==> config.mk <==
export PLATFORM = sky130hd
export DESIGN_NAME = serial_add_ctrl
export DESIGN_NICKNAME = d
export VERILOG_FILES = /design/src/rtl/serial_add_pkg.sv /design/src/rtl/serial_add_ctrl_add2_slice.sv /design/src/rtl/serial_add_ctrl.sv
export SDC_FILE = /design/constraint.sdc
export NUM_CORES = 1
export LEC_CHECK = 0
export CORE_UTILIZATION = 40
export CTS_CLUSTER_SIZE = 14
export DETAILED_ROUTE_END_ITERATION = 7
export GPL_TIMING_DRIVEN = 0
export PLACE_DENSITY = 0.65
export SLEW_MARGIN = 20
export SYNTH_ARGS = -nofsm -noshare
export SYNTH_HDL_FRONTEND = slang
export SYNTH_SLANG_ARGS = --single-unit
==> constraint.sdc <==
create_clock -name clk -period 4.75 [get_ports clk]
set_clock_uncertainty 0.05 [all_clocks]
set_input_delay 0.7125 -clock clk [delete_from_list [all_inputs] [get_ports clk]]
set_output_delay 0.7125 -clock clk [all_outputs]
set_load 0.005 [all_outputs]
==> src/rtl/serial_add_pkg.sv <==
// Shared types and elaboration helpers for the serial 2-bit-per-beat adder.
package serial_add_pkg;

  typedef enum logic [1:0] {
    IDLE = 2'd0,
    RUN  = 2'd1,
    DONE = 2'd2
  } state_t;

  localparam int SLICE_W = 2;

  // Beat counter width: $clog2(N), never narrower than one bit.
  function automatic int cnt_width(input int n);
    int c;
    c = $clog2(n);
    return (c < 1) ? 1 : c;
  endfunction

  function automatic bit width_ok(input int w);
    return (w >= SLICE_W) && ((w % SLICE_W) == 0);
  endfunction

endpackage

==> src/rtl/serial_add_ctrl_add2_slice.sv <==
// Combinational 2-bit ripple adder made of two full-adder stages.
module add2_slice (
  input  logic [1:0] x,
  input  logic [1:0] y,
  input  logic       ci,
  output logic [2:0] r
);

  logic c1;

  assign r[0] = x[0] ^ y[0] ^ ci;
  assign c1   = (x[0] & y[0]) | (x[0] & ci) | (y[0] & ci);
  assign r[1] = x[1] ^ y[1] ^ c1;
  assign r[2] = (x[1] & y[1]) | (x[1] & c1) | (y[1] & c1);

endmodule

==> src/rtl/serial_add_ctrl.sv <==
// Multi-cycle adder: one 2-bit slice reused for WIDTH/2 beats, carry held
// in a register between beats, start/done handshake toward the requester.
module serial_add_ctrl
  import serial_add_pkg::*;
#(
  parameter int WIDTH = 8
) (
  input  logic             clk,
  input  logic             rst_n,
  input  logic             start,
  input  logic [WIDTH-1:0] a,
  input  logic [WIDTH-1:0] b,
  input  logic             cin,
  output logic             busy,
  output logic             done,
  output logic [WIDTH-1:0] sum,
  output logic             cout
);

  localparam int N  = WIDTH / 2;
  localparam int CW = cnt_width(N);
  localparam logic [CW-1:0] LAST = CW'(N - 1);

  if (!width_ok(WIDTH)) begin : g_width_chk
    $error("serial_add_ctrl: WIDTH must be even and >= 2");
  end

  state_t           state, state_nxt;
  logic             accept;
  logic [WIDTH-1:0] opa, opb;
  logic             carry;
  logic [CW-1:0]    cnt;
  logic [2:0]       r;
  logic [WIDTH-1:0] sum_nxt;

  add2_slice u_slice (
    .x  (opa[1:0]),
    .y  (opb[1:0]),
    .ci (carry),
    .r  (r)
  );

  // Each beat's pair enters at the top so the LSB pair ends up lowest.
  always_comb begin
    sum_nxt = sum >> 2;
    sum_nxt[WIDTH-1 -: 2] = r[1:0];
  end

  always_comb begin
    state_nxt = state;
    accept    = 1'b0;
    case (state)
      IDLE: begin
        if (start) begin
          state_nxt = RUN;
          accept    = 1'b1;
        end
      end
      RUN: begin
        if (cnt == LAST) state_nxt = DONE;
      end
      DONE: begin
        if (start) begin
          state_nxt = RUN;
          accept    = 1'b1;
        end else begin
          state_nxt = IDLE;
        end
      end
      default: state_nxt = IDLE;
    endcase
  end

  always_ff @(posedge clk or negedge rst_n) begin
    if (!rst_n) begin
      state <= IDLE;
      busy  <= 1'b0;
      done  <= 1'b0;
    end else begin
      state <= state_nxt;
      busy  <= (state_nxt == RUN);
      done  <= (state_nxt == DONE);
    end
  end

  always_ff @(posedge clk or negedge rst_n) begin
    if (!rst_n) begin
      opa   <= '0;
      opb   <= '0;
      carry <= 1'b0;
      cnt   <= '0;
      sum   <= '0;
      cout  <= 1'b0;
    end else if (accept) begin
      opa   <= a;
      opb   <= b;
      carry <= cin;
      cnt   <= '0;
      sum   <= '0;
      cout  <= 1'b0;
    end else if (state == RUN) begin
      opa   <= opa >> 2;
      opb   <= opb >> 2;
      carry <= r[2];
      cnt   <= cnt + 1'b1;
      sum   <= sum_nxt;
      if (cnt == LAST) cout <= r[2];
    end
  end

endmodule

==> flow_summary.ini, run 1 <==
[floorplan]
initial_utilization_pct = 43.48
die_area_sq_um = 4390
coreArea_sq_um = 3799
die_h_um = 66.26
num_io_pins = 31
row_count = 22
fp.dieW_um = 66.26

[worst_setup_path]
cp.required_ps = 3990
cp_cell_sequence = clkdlybuf4s50_1
worstPathArrival_ps = 1210
crit_path_end_kind = output port
criticalPathCategory = flop to output port
cp_slowest_cell = clkdlybuf4s50_1
crit_buf_inv = 1
path_delay_family = buffers and inverters
max_stage_delay_ps = 520
worstPathMaxFanout = 4
crit_path_start_kind = flop

[global_route]
track_usage_pct = 19.05
grt_pass1_vias = 1321
antenna_found_initial = 0
grt_overflow = 0
grt_pass1_wl_um = 6223
grt_max_degree = 33

[sta]
drv_slew = 0
period_share_pct = 41.52
min_period_ps = 1972
final_hold_viol_count = 0
worstMarginPinSlew_ps = 721.0
fmax_mhz = 507.0
maxSlewHeadroom_pct = 51.93
rsz0062_at_grt = false
setup_tns_ps = 0
holdWs_ps = 436.3
setup_viol = 0

[route]
wl_per_cell_um = 14.26
drtIter0Drc = 38
firstDrtPassIters = 4
drc = 0
ant_nets = 0
via_per_inst = 5.269
vias = 1275
drt_wl_total_um = 3452

[placed_design]
place_area_sq_um = 2007
placed_cells = 234
dp_hpwl_um = 2465
place.gp.congestion = 0.7135
port_buffers = 30

[logic_synthesis]
yosysMostFrequentCell = dfrtp_1
ys_ff_latch = 32
synthTopCellsByArea = dfrtp_1 48%, mux2i_1 15%, a211oi_1 4.5%, a21oi_1 3.9%, o21ai_1 3.9%
yosysTopAreaCellShare_pct = 48.48
ys_seq_area_share_pct = 48.48
synth_edf_count = 0
yosysUniqueCellTypes = 24
synth_area_sq_um = 1652
ys_top_cells_by_count = 32 x dfrtp_1, 25 x mux2i_1, 13 x a21oi_1, 13 x nand2_1, 13 x o21ai_1
yosysWarnings = 0
synth-main-ff-cell = dfrtp_1
avgSynthCellArea_sq_um = 10.59
synth_nets = 179
synth.largest_area_cell = dfrtp_1
async_reset_ff_share_pct = 100.0
syn_inst = 156

[cells_and_area]
regArea_sq_um = 800.8
nets = 216
drive_above_1_share_pct = 10.31
syn2layout_area_growth_pct = 26.97
fillers = 330
fin_cells = 242
antenna_cells = 0
fin_area_sq_um = 2097
multiInputGateArea_sq_um = 759.5

[pwr]
ir_worst_vdd_v = 0.0002438
p_leak_nw = 0.8908
finalPower_mw = 1.276
p_per_area_nw_per_um2 = 608.5

[clock_network]
clk_pin_slew_ps = 60
cts_buffers = 5
clk_latency_ps = 280
root_buffer = clkbuf_8
cts_buffer_depth = 2
hold_buffers = 0
cts_resized = 0
post_cts_buffers = 0
cts_tree = done
cts_num_sinks = 32
htree_levels = 2

[run_status]
run_status = complete, no violations

[flow_run]
max_cap_viol_count = 0

[worst_hold_path]
hold_path.class = input port to async pin
final cells by class:
type                    count  share of cell area, %
multi-input cells         105                  36.22
plain buffers              13                  3.282
clock buffers               8                  4.296
well taps                  48                  2.864
inverters                   6                  1.074
flip-flops and latches     32                  38.19
repair buffers             30                  14.08
logic make-up after synthesis:
kind of cell | synth area share, %
XOR/XNOR | 0.5304
AND/OR/NAND/NOR | 9.470
adder cells (fa/ha/maj) | 3.182
flip-flops | 48.48
buffers and inverters | 5.530
multiplexers | 16.06
AO/OA/AOI/OAI | 16.74
state kept, by name (all words and copies together) (netlist names):
signal / flops
busy: 1
cout: 1
opa: 8
cnt: 2
done: 1
sum: 8
state: 2
opb: 8
carry: 1
placed cells by master (no fill, tap or decap), drive strengths merged:
| cell type | instances |
|---|---|
| buf | 12 |
| clkbuf | 10 |
| nand2b | 1 |
| a21oi | 13 |
| a22o | 3 |
| ha | 1 |
| inv | 6 |
| o31ai | 2 |
| dfrtp | 32 |
| fa | 2 |
| nand2 | 13 |
| nor2 | 3 |
| o211a | 3 |
| nor2b | 10 |
| clkdlybuf4s50 | 29 |
| nand3 | 4 |
| o21ai | 13 |
| mux2i | 25 |
| xor2 | 1 |
| mux2 | 1 |
| a211oi | 10 |
final timing paths:
check                                        start                  to  cells past startpoint  slack [ps]
worst max-delay path            sum[4]$_DFFE_PN0P_              sum[4]                      1        2780
worst min-delay path                         rst_n  cnt[0]$_DFFE_PN0P_                      1         440
worst max register to register  opa[0]$_DFFE_PN0P_    cout$_DFFE_PN0P_                      6        3040
worst min register to register  sum[0]$_DFFE_PN0P_  sum[0]$_DFFE_PN0P_                      2         470
max in group asynchronous                    rst_n  sum[2]$_DFFE_PN0P_                      1        3750
min in group clk                sum[0]$_DFFE_PN0P_  sum[0]$_DFFE_PN0P_                      2         470
stage by stage:
stage | setup slack [ps] | util (%)
floorplan | 3137 | -
global placement | 2295 | 52.96
detailed placement | 2654 | 52.83
CTS | 2785 | 55.20
global route | 2735 | 55.20
finish | 2778 | 55.20
layer usage:
layer  routed length (um)  up-vias  track usage, %  part of all wire [%]
met4                   37        0           6.383                   1.1
met1                 1541      612           23.88                    45
met5                    0        -               0                     0
met3                  172        6           4.138                   5.0
li1                     -      622               -                     -
met2                 1700       35           32.27                    49
where the power goes:
| part | leakage, nW | internal [mW] | total [mW] | switching (mW) |
|---|---|---|---|---|
| logic | 0.446 | 0.296 | 0.574 | 0.278 |
| clock network | 0.0455 | 0.118 | 0.213 | 0.0953 |
| registers | 0.399 | 0.399 | 0.489 | 0.0906 |
Power figures use the tool's default switching activity.
==> run 2, diff against run 1 <==
--- a/config.mk
+++ b/config.mk
@@ -9,7 +9,7 @@
 export CTS_CLUSTER_SIZE = 14
 export DETAILED_ROUTE_END_ITERATION = 7
 export GPL_TIMING_DRIVEN = 0
-export PLACE_DENSITY = 0.65
+export PLACE_DENSITY = 0.67
 export SLEW_MARGIN = 20
 export SYNTH_ARGS = -nofsm -noshare
 export SYNTH_HDL_FRONTEND = slang
==> constraint.sdc (replaced) <==
create_clock -name clk -period 1.58 [get_ports clk]
set_clock_uncertainty 0.05 [all_clocks]
set_input_delay 0.237 -clock clk [delete_from_list [all_inputs] [get_ports clk]]
set_output_delay 0.237 -clock clk [all_outputs]
set_load 0.005 [all_outputs]
==> flow_summary.ini, run 2 (synthesized netlist as in run 1, its figures left out) <==
[pwr]
combPwrFrac_pct = 46.9
p_per_area_nw_per_um2 = 1855
ir_worst_vdd_v = 0.0007439
pwr-share-seq_pct = 37.1
swShare_pct = 36.22
intPower_mw = 2.544
p_leak_nw = 0.9127
p_sw_mw = 1.445
finalPower_mw = 3.988
pwr-share-clk_pct = 16.0

[cells_and_area]
drive_above_1_share_pct = 15.50
largestRegisters = opa x8, opb x8, sum x8
multiInputGateArea_sq_um = 764.5
nets = 222
antenna_cells = 0
final_common_cell = dfrtp_1
final_cell_mix = 32 x dfrtp_1, 29 x clkdlybuf4s50_1, 25 x mux2i_1
syn2layout_area_growth_pct = 30.15
fillers = 337
regArea_sq_um = 800.8
fin_cells = 248

[global_route]
track_usage_pct = 19.13
grt_max_degree = 33
grt_overflow = 0
antenna_found_initial = 0
grt_pass1_wl_um = 6223
grt_pass1_vias = 1315

[sta]
period_share_pct = 105.7
fmax_mhz = 598.6
final.setup.worst_slack_ps = -90.67
drv_slew = 0
holdWs_ps = 476.0
final_hold_viol_count = 0
worstMarginPinSlew_ps = 722.4
min_period_ps = 1671
setup_viol = 2
maxSlewHeadroom_pct = 51.84
rsz0062_at_grt = true

[route]
drt_wl_total_um = 3614
drc = 0
firstDrtPassIters = 5
ant_nets = 0
via_per_inst = 5.310
vias = 1317
drtIter0Drc = 36
wl_per_cell_um = 14.57

[floorplan]
die_h_um = 66.26
coreArea_sq_um = 3799
num_io_pins = 31
row_count = 22
initial_utilization_pct = 43.48
die_area_sq_um = 4390
fp.dieW_um = 66.26

[clock_network]
root_buffer = clkbuf_8
cts_buffer_depth = 2
cts_buffers = 5
clk_latency_ps = 270
htree_levels = 2
cts_num_sinks = 32
clk_pin_slew_ps = 60
cts_tree = done

[worst_setup_path]
worstPathMaxFanout = 2
crit_path_start_kind = flop
worstPathArrival_ps = 1780
criticalPathCategory = flop to flop
crit_path_end_kind = flop
rrSetupSlack_ps = -90
cp.required_ps = 1690

[placed_design]
dp_hpwl_um = 2535
place.gp.congestion = 0.7647
placed_cells = 234
port_buffers = 30
pre_cts_ws_ps = -137.2

[flow_run]
max_cap_viol_count = 0

[run_status]
violations = setup timing
run_status = complete, but fails checks

[worst_hold_path]
hold_path.class = flop to flop
-- run 2: cell count changes in the layout (fill, tap and decap cells not counted), sizes merged --
cell         previous run  this run
buf                    12        17
dlygate4sd3             0         1
-- run 2: per-layer routing --
metal	GRT usage, %	part of all wire [%]	vias to the layer above
met3	5.862	4.2	2
met1	22.68	44	643
met2	33.80	51	32
met4	3.989	0.33	0
met5	0	0	-
li1	-	-	640
-- run 2: through the flow --
step                      cell area [sq um]  util, %  TNS (ps)
after floorplan                        1652        -    -23.84
after global placement                 2012    52.96    -12760
after detailed placement               2007    52.83    -518.9
after CTS                              2120    55.80    -167.6
after global routing                   2150    56.59    -295.0
final                                  2150    56.59    -151.0
-- run 2: cell type report --
class	count	share of cell area (%)
plain buffers	13	3.201
clock buffers	8	4.191
inverters	6	1.048
multi-input cells	105	35.56
flip-flops and latches	32	37.25
well taps	48	2.794
repair buffers	36	15.95
-- run 2: worst max-delay path: stages (launching register included) --
cell and delay, ps:
dfrtp_1 390, inv_2 80, fa_2 200, inv_2 40
fa_2 350, mux2_4 280, a22o_1 180
-- run 2: worst paths after layout --
| path | startpoint | to | depth (start not counted) |
|---|---|---|---|
| worst max-delay path | opa[0]$_DFFE_PN0P_ | cout$_DFFE_PN0P_ | 6 |
| worst min-delay path | sum[0]$_DFFE_PN0P_ | sum[0]$_DFFE_PN0P_ | 2 |
| worst max register to register | opa[0]$_DFFE_PN0P_ | cout$_DFFE_PN0P_ | 6 |
| worst min register to register | sum[0]$_DFFE_PN0P_ | sum[0]$_DFFE_PN0P_ | 2 |
| max in group asynchronous | rst_n | opb[7]$_DFFE_PN0P_ | 2 |
| min in group asynchronous | rst_n | done$_DFF_PN0_ | 2 |
-- run 2: power by group through the flow --
| stage | combinational, mW | sequential (mW) | clock [mW] |
|---|---|---|---|
| 3_3_place_gp | 1.68 | 1.46 | 0 |
| 5_1_grt | 2.10 | 1.54 | 0.692 |
| 6_report | 1.87 | 1.48 | 0.638 |
| 3_5_place_dp | 1.75 | 1.49 | 0 |
| 4_1_cts | 1.80 | 1.48 | 0.656 |
| 2_1_floorplan | 1.17 | 1.43 | 0 |
-- run 2: timing repair --
| item | in CTS | in global routing |
|---|---|---|
| pin swaps | 0 | 1 |
| hold endpoints to repair | 32 | 0 |
| endpoints found under the setup margin | 2 | 2 |
| resized for setup | 3 | 1 |
| setup buffers | 1 | 4 |
| hold buffers | 1 | 0 |
==> run 3, diff against run 2 <==
--- a/config.mk
+++ b/config.mk
@@ -10,6 +10,7 @@
 export DETAILED_ROUTE_END_ITERATION = 7
 export GPL_TIMING_DRIVEN = 0
 export PLACE_DENSITY = 0.67
+export SKIP_CTS_REPAIR_TIMING = 1
 export SLEW_MARGIN = 20
 export SYNTH_ARGS = -nofsm -noshare
 export SYNTH_HDL_FRONTEND = slang
==> flow_summary.ini, run 3 (synthesized netlist as in run 1, its figures left out) <==
[run_status]
run_status = complete, but fails checks
violations = hold timing, setup timing

[floorplan]
row_count = 22
fp.dieW_um = 66.26
die_h_um = 66.26
initial_utilization_pct = 43.48
coreArea_sq_um = 3799
num_io_pins = 31
die_area_sq_um = 4390

[clock_network]
cts_num_sinks = 32
cts_buffers = 5
cts_tree = done
clk_latency_ps = 280
cts_buffer_depth = 2
root_buffer = clkbuf_8
clk_pin_slew_ps = 70
htree_levels = 2

[route]
via_per_inst = 5.301
ant_nets = 0
drc = 0
vias = 1304
wl_per_cell_um = 14.65
drt_wl_total_um = 3604
drtIter0Drc = 41
firstDrtPassIters = 4

[cells_and_area]
antenna_cells = 0
final_cell_mix = 32 x dfrtp_1, 29 x clkdlybuf4s50_1, 25 x mux2i_1
largestRegisters = opa x8, opb x8, sum x8
syn2layout_area_growth_pct = 29.09
final_common_cell = dfrtp_1
fillers = 334
drive_above_1_share_pct = 15.15
nets = 220

[worst_hold_path]
hold_path.class = input port to async pin

[sta]
holdWs_ps = -34.02
worstMarginPinSlew_ps = 721.9
period_share_pct = 105.7
final.setup.worst_slack_ps = -90.17
final_hold_viol_count = 32
min_period_ps = 1670
setup_tns_ps = -155.3
fmax_mhz = 598.7
drv_slew = 0
setup_viol = 2
rsz0062_at_grt = true
maxSlewHeadroom_pct = 51.88

[worst_setup_path]
rr_worst_depth = 6
cp.required_ps = 1690
crit_path_end_kind = flop
r2r_end = cout$_DFFE_PN0P_
path_delay_family = adder cells
crit_path_start_kind = flop
timing.rr.start = carry$_DFFE_PN0P_
worstPathArrival_ps = 1780
cp_slowest_cell = dfrtp_1
criticalPathCategory = flop to flop
worstPathMaxFanout = 2
max_stage_delay_ps = 400
cp_cell_sequence = inv_2 -> fa_2 -> inv_2 -> fa_2 -> mux2_4 -> a22o_1
rrSetupSlack_ps = -90
crit_buf_inv = 2

[pwr]
p_leak_nw = 0.9038
ir_worst_vdd_v = 0.0007220
p_per_area_nw_per_um2 = 1855
finalPower_mw = 3.954

[placed_design]
pre_cts_ws_ps = -137.2
port_buffers = 30
place.gp.congestion = 0.7647
dp_hpwl_um = 2535

[global_route]
grt_max_degree = 33
antenna_found_initial = 0
grt_pass1_wl_um = 6127
grt_overflow = 0
grt_pass1_vias = 1305
track_usage_pct = 18.84

[flow_run]
max_cap_viol_count = 0
==> run 3: worst max path at each step <==
| stage | startpoint | to | slack, ps | cells past startpoint |
|---|---|---|---|---|
| finish | carry$_DFFE_PN0P_ | cout$_DFFE_PN0P_ | -90 | 6 |
| global route | carry$_DFFE_PN0P_ | sum[7]$_DFFE_PN0P_ | -160 | 6 |
| CTS | opa[0]$_DFFE_PN0P_ | cout$_DFFE_PN0P_ | -150 | 6 |
| detailed placement | opa[0]$_DFFE_PN0P_ | cout$_DFFE_PN0P_ | -140 | 6 |
| global placement | rst_n | opb[2]$_DFFE_PN0P_ | -390 | 1 |
| floorplan | opa[0]$_DFFE_PN0P_ | cout$_DFFE_PN0P_ | -10 | 6 |
==> run 3: stage by stage <==
stage	hold WS, ps	utilization (%)	area (sq um)	std cells
2_1_floorplan	-108.6	-	1652	156
3_3_place_gp	439.0	52.96	2012	234
3_5_place_dp	287.1	52.83	2007	234
4_1_cts	-14.13	55.20	2097	242
5_1_grt	16.35	56.13	2132	246
6_report	-34.02	56.13	2132	246
==> run 3: where the power goes <==
part	internal (mW)	switching (mW)
sequential	1.20	0.286
combinational	0.965	0.868
clock	0.355	0.282
==> run 3: worst reg2reg max path: stages, from the launching register on <==
cell and delay [ps]:
dfrtp_1 400, inv_2 80, fa_2 200, inv_2 40, fa_2 340, mux2_4 270, a22o_1 180
==> run 3: layout make-up <==
cell class	count	area, sq um	share of cell area, %
Clock buffer	8	90.09	4.225
Multi-Input combinational cell	105	764.5	35.86
Sequential cell	32	800.8	37.56
Timing Repair Buffer	34	325.3	15.26
Tap cell	48	60.06	2.817
Inverter	6	22.52	1.056
Buffer	13	68.82	3.228
==> run 3: per-layer routing <==
metal / global-route usage, % / up-vias / part of all wire (%)
met2: 33.04 / 34 / 50
met3: 5.862 / 2 / 4.5
met4: 3.989 / 0 / 0.44
li1: - / 634 / -
met5: 0 / - / 0
met1: 22.49 / 634 / 45
